`src/rtl/dmem_host_seq_pkg.sv`:
```
// Shared types and default build constants for the host-to-dmem command sequencer.
package dmem_host_seq_pkg;

  typedef enum logic [1:0] {
    IDLE = 2'd0,
    WR   = 2'd1,
    RD   = 2'd2,
    DONE = 2'd3
  } state_t;

  localparam int READ_LAT_DEFAULT = 2;
  localparam int ADDR_W_DEFAULT   = 8;

endpackage

```
`src/rtl/dmem_host_seq.sv`:
```
// Host command sequencer: takes one read/write command at a time, borrows the dmem
// port from the pipeline while it runs, and returns read data with a done pulse.
module dmem_host_seq
  import dmem_host_seq_pkg::*;
#(
  parameter int READ_LAT = READ_LAT_DEFAULT,
  parameter int ADDR_W   = ADDR_W_DEFAULT
) (
  input  logic              clk,
  input  logic              rst_n,
  input  logic              cmd_valid,
  output logic              cmd_ready,
  input  logic              cmd_write,
  input  logic [ADDR_W-1:0] cmd_addr,
  input  logic [31:0]       cmd_wdata,
  output logic              write_to_dmem,
  output logic              read_req_dmem,
  output logic [ADDR_W-1:0] addr_dmem_host,
  output logic [31:0]       data_dmem_host,
  input  logic [63:0]       dmem_out,
  output logic [63:0]       rdata,
  output logic              rdata_valid,
  output logic              cmd_done,
  output logic              pipe_stall
);

  localparam int CNT_W = $clog2(READ_LAT + 1);
  localparam logic [CNT_W-1:0] CNT_LAST = CNT_W'(READ_LAT - 1);

  state_t           state_reg;
  state_t           state_next;
  logic [CNT_W-1:0] cnt_reg;
  logic             is_read_reg;
  logic             accept;
  logic             rd_last;

  assign accept  = (state_reg == IDLE) && cmd_valid;
  assign rd_last = (state_reg == RD) && (cnt_reg == CNT_LAST);

  always_ff @(posedge clk) begin
    if (!rst_n) begin
      state_reg <= IDLE;
    end else begin
      state_reg <= state_next;
    end
  end

  always_comb begin
    state_next = state_reg;
    case (state_reg)
      IDLE:    if (cmd_valid) state_next = cmd_write ? WR : RD;
      WR:      state_next = DONE;
      RD:      if (rd_last) state_next = DONE;
      DONE:    state_next = IDLE;
      default: state_next = IDLE;
    endcase
  end

  // Address/data are only captured on acceptance, so host traffic during a
  // running command cannot disturb what dmem sees.
  always_ff @(posedge clk) begin
    if (!rst_n) begin
      cnt_reg        <= '0;
      is_read_reg    <= 1'b0;
      addr_dmem_host <= '0;
      data_dmem_host <= '0;
      rdata          <= '0;
    end else begin
      if (accept) begin
        addr_dmem_host <= cmd_addr;
        data_dmem_host <= cmd_wdata;
        is_read_reg    <= !cmd_write;
      end
      cnt_reg <= (state_reg == RD) ? cnt_reg + 1'b1 : '0;
      if (rd_last) begin
        rdata <= dmem_out;
      end
    end
  end

  // All outputs decode the state register only, keeping pipe_stall free of any
  // path from the host handshake.
  always_comb begin
    cmd_ready     = 1'b0;
    write_to_dmem = 1'b0;
    read_req_dmem = 1'b0;
    pipe_stall    = 1'b0;
    cmd_done      = 1'b0;
    rdata_valid   = 1'b0;
    case (state_reg)
      IDLE: cmd_ready = 1'b1;
      WR: begin
        write_to_dmem = 1'b1;
        pipe_stall    = 1'b1;
      end
      RD: begin
        read_req_dmem = 1'b1;
        pipe_stall    = 1'b1;
      end
      DONE: begin
        pipe_stall  = 1'b1;
        cmd_done    = 1'b1;
        rdata_valid = is_read_reg;
      end
      default: ;
    endcase
  end

endmodule

```
`config.mk`:
```
export PLATFORM = sky130hd
export DESIGN_NAME = dmem_host_seq
export DESIGN_NICKNAME = d
export VERILOG_FILES = /design/src/rtl/dmem_host_seq_pkg.sv /design/src/rtl/dmem_host_seq.sv
export SDC_FILE = /design/constraint.sdc
export NUM_CORES = 1
export LEC_CHECK = 0
export ABC_AREA = 0
export CORE_MARGIN = 2
export CORE_UTILIZATION = 26
export CTS_BUF_LIST = sky130_fd_sc_hd__clkbuf_16
export CTS_CLUSTER_SIZE = 8
export DETAILED_ROUTE_END_ITERATION = 7
export PLACE_DENSITY_LB_ADDON = 0.12
export SYNTH_ARGS = -nofsm -noshare
export SYNTH_HDL_FRONTEND = slang
export SYNTH_SLANG_ARGS = --single-unit
```
`constraint.sdc`:
```
create_clock -name clk -period 2 [get_ports clk]
set_clock_uncertainty 0.15 [all_clocks]
set_input_delay 0.4 -clock clk [delete_from_list [all_inputs] [get_ports clk]]
set_output_delay 0.4 -clock clk [all_outputs]
set_load 0.03 [all_outputs]
```
* Yosys cells after proc, flatten, opt, wreduce, memory -nomap -nowiden
Index checks and enable logic that the tools add are counted.
** Cells by class
- Add/sub/neg operators :: 1
- Eq/ne operators :: 6
- Muxes and demuxes :: 10
- Reduce and logical (&&, ||, !) cells :: 7
** Operator list (count)
- $pmux W2 S4 :: 1
- $mux W1 :: 6
- $mux W2 :: 3
- $eq A2 B1 Y1 const B :: 2
- $eq A2 B2 Y1 const B :: 2
- $ne A2 B2 Y1 const B :: 2
- $reduce_and A2 Y1 :: 2
- $reduce_or A3 Y1 :: 1
- $add A2 B1 Y2 const B :: 1
- $logic_and A1 B1 Y1 :: 2
- $logic_not A2 Y1 :: 1
- $logic_not A1 Y1 :: 1
** Storage, ports and cells
- Register bits :: 109
- Bits of input ports :: 108
- Output and inout bits :: 110
- Word-level logic and storage cells :: 30

* Depth between registers and ports, before layout
- Depth in word-level cells :: 4
- Gate-level depth with buffers :: 7
- Mapped depth without buffers :: 5

* Worst setup path after synthesis
Ideal clock, no wire load.
- Path kind :: register to register
- Start :: reg state_reg[0]
- End :: reg state_reg[0]
- Setup time :: 91 ps
- Arrival :: 1423 ps
- Data required time :: 1759 ps
- Slack :: 336 ps
- Stages on the path, launching flop included :: 6
- Path buffers :: 0
- Clock period less this slack :: 1664 ps
- Cells stage by stage :: dfxtp_1 inv_1 ha_1 inv_1 a21boi_0 a311oi_1
** On the way
- Longest elaborated chain between the ends :: 4
- Elaborated cells between the ends (all ways) :: 9
- Those cells by class :: 5 x eq/ne; 1 x mux; 3 x reduce/logical
** Ends and longest elaborated chain
- from (decl) :: line dmem_host_seq.sv:30 : state_t state_reg;
- from (signal assigned) :: line dmem_host_seq.sv:44 : state_reg <= state_next;
- $eq A2 B2 Y1 :: line dmem_host_seq.sv:38, dmem_host_seq.sv:50
- $logic_and A1 B1 Y1 :: line dmem_host_seq.sv:38 : assign rd_last = (state_reg == RD) && (cnt_reg == CNT_LAST);
- $ne A2 B2 Y1 (no source line)
- $reduce_and A2 Y1 (no source line)
Several ways; a longest one is shown, not always the timed one.
A chain may end at the register's enable or synchronous reset.

* Worst setup path in the final report
- Start :: reg addr_dmem_host[5]
- End :: out addr_dmem_host[5]
** RTL lines
- from (decl) :: line dmem_host_seq.sv:18 : output logic [ADDR_W-1:0] addr_dmem_host,
- from (signal assigned) :: line dmem_host_seq.sv:70 : addr_dmem_host <= cmd_addr;
No word-level cell between the ends.

==> tab_implementation.tex <==
\begin{tabular}{lr}
\hline
Metric & Value \\
\hline
\multicolumn{2}{l}{\textbf{Die}} \\
Io pins & approximately 220 \\
Width of the die & roughly 130 um \\
Area of the die & $\sim$17000 um2 \\
Core box area & $\sim$16000 um2 \\
Site row count & 46 \\
Effective utilization at floorplan & a little over a quarter \\
Y dimension of the die & approximately 130 um \\
\multicolumn{2}{l}{\textbf{Worst setup path}} \\
Crit path largest cell delay & 0.73 ns \\
Max stage delay cell, worst path & sky130\_fd\_sc\_hd\_\_clkdlybuf4s50\_1 \\
CP delay by family, top & buffers and inverters \\
Data arrival at the endpoint of the critical path & 1.41 ns \\
Category of the most critical setup path & flop to output port \\
Buf/Inv on CP & 1 \\
Kind of start point of the critical path & flop \\
Kind of capture point of the worst setup path & output port \\
Cells along the critical path & clkdlybuf4s50\_1 \\
Largest fanout on the critical path & 2 \\
CP Data Required Time & 1.45 ns \\
\multicolumn{2}{l}{\textbf{Global route}} \\
GRT overflow & 0 \\
Total global-route track usage & 14.1\% \\
Initial antenna violation count & 0 \\
Maximum number of pins on one net before global-route repair & between 50 and 60 \\
Via count of the first global-routing pass & 3936 \\
Wire length of the first global-routing pass & between 15 and 20 mm \\
\multicolumn{2}{l}{\textbf{Route}} \\
Number of vias per cell after detailed routing & 4.27 \\
Detailed router's first-iteration violation count & about 140 \\
Total number of vias & 3893 \\
Overall routed net length & roughly 12 mm \\
Remaining antenna violation count & 0 \\
Routed wire per std cell & around 13 um \\
Pre-antenna DRT Iters & 4 \\
DRC errors left & 0 \\
\multicolumn{2}{l}{\textbf{Power and ir drop}} \\
Leakage component of the power & between 2 and 2.5 nW \\
PnR Total Power & 0.00618 W \\
Cell-internal power & 0.00415 W \\
Clock group share of total power & 28.8\% \\
Worst IR Drop VDD & 0.000563 V \\
Sequential share of power & roughly two fifths \\
Pwr per Cell Area & about 900 nW/um2 \\
Net switching share of the total power & between 30\% and 40\% \\
Sw Pwr & between 0.002 and 0.0025 W \\
Proportion of power drawn by combinational gates & between 30\% and 40\% \\
\multicolumn{2}{l}{\textbf{Synth}} \\
Flip-flop cell with the highest count after synthesis & sky130\_fd\_sc\_hd\_\_dfxtp\_1 \\
Post-synthesis sequential area ratio & around half \\
Seq cells post-synth & approximately 110 \\
Post-synthesis cell count & approximately 480 \\
Most used standard cell by instance count after synthesis & sky130\_fd\_sc\_hd\_\_nand2\_1 \\
Top cell types by occurrence after synthesis & sky130\_fd\_sc\_hd\_\_nand2\_1, sky130\_fd\_sc\_hd\_\_dfxtp\_1, sky130\_fd\_sc\_hd\_\_a21oi\_2, sky130\_fd\_sc\_hd\_\_a21oi\_1, sky130\_fd\_sc\_hd\_\_buf\_2 \\
Synth area leaders & sky130\_fd\_sc\_hd\_\_dfxtp\_1, sky130\_fd\_sc\_hd\_\_nand2\_1, sky130\_fd\_sc\_hd\_\_a21oi\_2 \\
Count of unique library cells instantiated by Yosys & 23 \\
Cell area after synthesis & $\sim$4300 um2 \\
Average cell area after synthesis & just under 9 um2 \\
Number of enable flip-flop cells after synthesis & 0 \\
Ys async rst share & 0\% \\
Top cell type's share of synthesized area & 51.3\% \\
Ys Warns & 0 \\
Top cell type by total area after synthesis & sky130\_fd\_sc\_hd\_\_dfxtp\_1 \\
Post-synthesis net count & 598 \\
\multicolumn{2}{l}{\textbf{CTS}} \\
Buffer type at the clock tree root & sky130\_fd\_sc\_hd\_\_clkbuf\_16 \\
Source-to-sink clock delay at the later pin of the worst-skew pair & 0.35 ns \\
Clock tree from TritonCTS & done \\
Clock slew at the register clock pins of the worst setup and hold paths & 0.07 ns \\
\# H-tree levels & 3 \\
Number of setup buffers added after CTS & 0 \\
Sink Count & 109 \\
Cts bufs inserted & 9 \\
Buffer depth of the longest clock path & 2 \\
\multicolumn{2}{l}{\textbf{Finish}} \\
Final \#Nets & roughly 800 \\
Largest regs & rdata x64, data\_dmem\_host x32, addr\_dmem\_host x8 \\
Share of post-route cells with drive strength above 1 & approximately 16\% \\
ANT cells & 0 \\
Post-synthesis to final-layout area growth & 61.6\% \\
Largest register by flop count & rdata \\
Fin util & a little over two fifths \\
Largest register FFs & 64 \\
\multicolumn{2}{l}{\textbf{Timing}} \\
Final-report setup violation count & 0 \\
Slew Limit Headroom & between 70\% and 80\% \\
Sum of negative setup slack & 0 ns \\
Min cycle time layout & between 1.5 and 2 ns \\
Measured slew at the worst slew-check pin & between 0.3 and 0.4 ns \\
Max Freq & 0.510 GHz \\
Count of final max-slew check failures & 0 \\
Final period utilization & just under 100\% \\
RSZ-0062 raised after global routing & no \\
Final Hold Fails & 0 \\
\multicolumn{2}{l}{\textbf{Flow run}} \\
Maximum capacitance violations & 0 \\
\multicolumn{2}{l}{\textbf{Status}} \\
Result of the run & completed \\
\multicolumn{2}{l}{\textbf{Place}} \\
RD Place Congestion & 0.726 \\
Count of buffers from port buffering & 217 \\
Placed wire-length estimate & approximately 8.6 mm \\
\multicolumn{2}{l}{\textbf{Hold path}} \\
Worst hold path type & flop to flop \\
\hline
\end{tabular}
[stage by stage]
stage	setup slack [ns]	cell area (um2)	std cells	hold WS, ns
after floorplan	0.336	4250	484	0.248
after global placement	0.0733	6580	895	0.256
after detailed placement	0.0790	6580	895	0.265
after CTS	0.00415	6870	911	0.276
after global routing	0.000170	6880	911	0.287
final	0.0391	6880	911	0.270
[power by group through the flow]
stage | Clock [W] | Sequential, W | Combinational (W)
after floorplan | 0 | 0.00284 | 0.000875
after global placement | 0 | 0.00251 | 0.00195
after detailed placement | 0 | 0.00252 | 0.00197
after CTS | 0.00187 | 0.00247 | 0.00197
after global routing | 0.00195 | 0.00250 | 0.00209
final | 0.00178 | 0.00247 | 0.00193
[placed cells by master, fill, tap and decap left out, types with 2 or more instances in the layout]
cell and count:
sky130_fd_sc_hd__clkbuf_16 9, sky130_fd_sc_hd__nor2_1 3, sky130_fd_sc_hd__inv_1 6, sky130_fd_sc_hd__nand2_1 211, sky130_fd_sc_hd__clkdlybuf4s50_1 208, sky130_fd_sc_hd__dfxtp_1 108
sky130_fd_sc_hd__buf_12 6, sky130_fd_sc_hd__dlygate4sd2_1 2, sky130_fd_sc_hd__clkinvlp_4 3, sky130_fd_sc_hd__buf_4 7, sky130_fd_sc_hd__or2b_1 2, sky130_fd_sc_hd__dlymetal6s2s_1 3
sky130_fd_sc_hd__a21oi_2 76, sky130_fd_sc_hd__a21oi_1 30, sky130_fd_sc_hd__ha_1 5
[final timing paths]
check	start	to	slack (ns)	cells past startpoint
worst min register to register	cnt_reg[0]	cnt_reg[0]	0.27	1
worst max register to register	state_reg[1]	data_dmem_host[0]	0.41	6
worst min-delay path	cnt_reg[0]	cnt_reg[0]	0.27	1
worst max-delay path	addr_dmem_host[5]	addr_dmem_host[5]	0.04	1
[logic make-up after synthesis]
group	after synthesis	share of synthesized area, %
and+or+nand+nor	220	19.9
AOI/OAI and AO/OA	111	20.1
DFF	109	51.3
buffers and inverters	38	6.94
adders and majority gates	6	1.76
[layer usage]
| metal | vias up | global-route usage, % | part of all wire [%] |
|---|---|---|---|
| li1 | 1961 | - | - |
| met1 | 1773 | 16.7 | 44 |
| met2 | 143 | 23.0 | 46 |
| met3 | 16 | 5.65 | 8.8 |
| met4 | 0 | 5.37 | 1.9 |
| met5 | - | 0 | 0 |
[area by class of cell]
cell class	count	area, um2
Multi-Input combinational cell	337	1780
Inverter	5	21.3
Tap cell	216	270
Fill cell	1604	9070
Clock inverter	7	68.8
Clock buffer	9	225
Timing Repair Buffer	228	2330
Sequential cell	109	2180
[timing repair]
| item | CTS | global route |
|---|---|---|
| pin swaps | 0 | 0 |
| endpoints found under the setup margin | 4 | 7 |
| resized for setup | 6 | 7 |
| cloned | 0 | 0 |
| hold buffers | 0 | 0 |
Note: power is estimated with default switching activity, not from simulation.
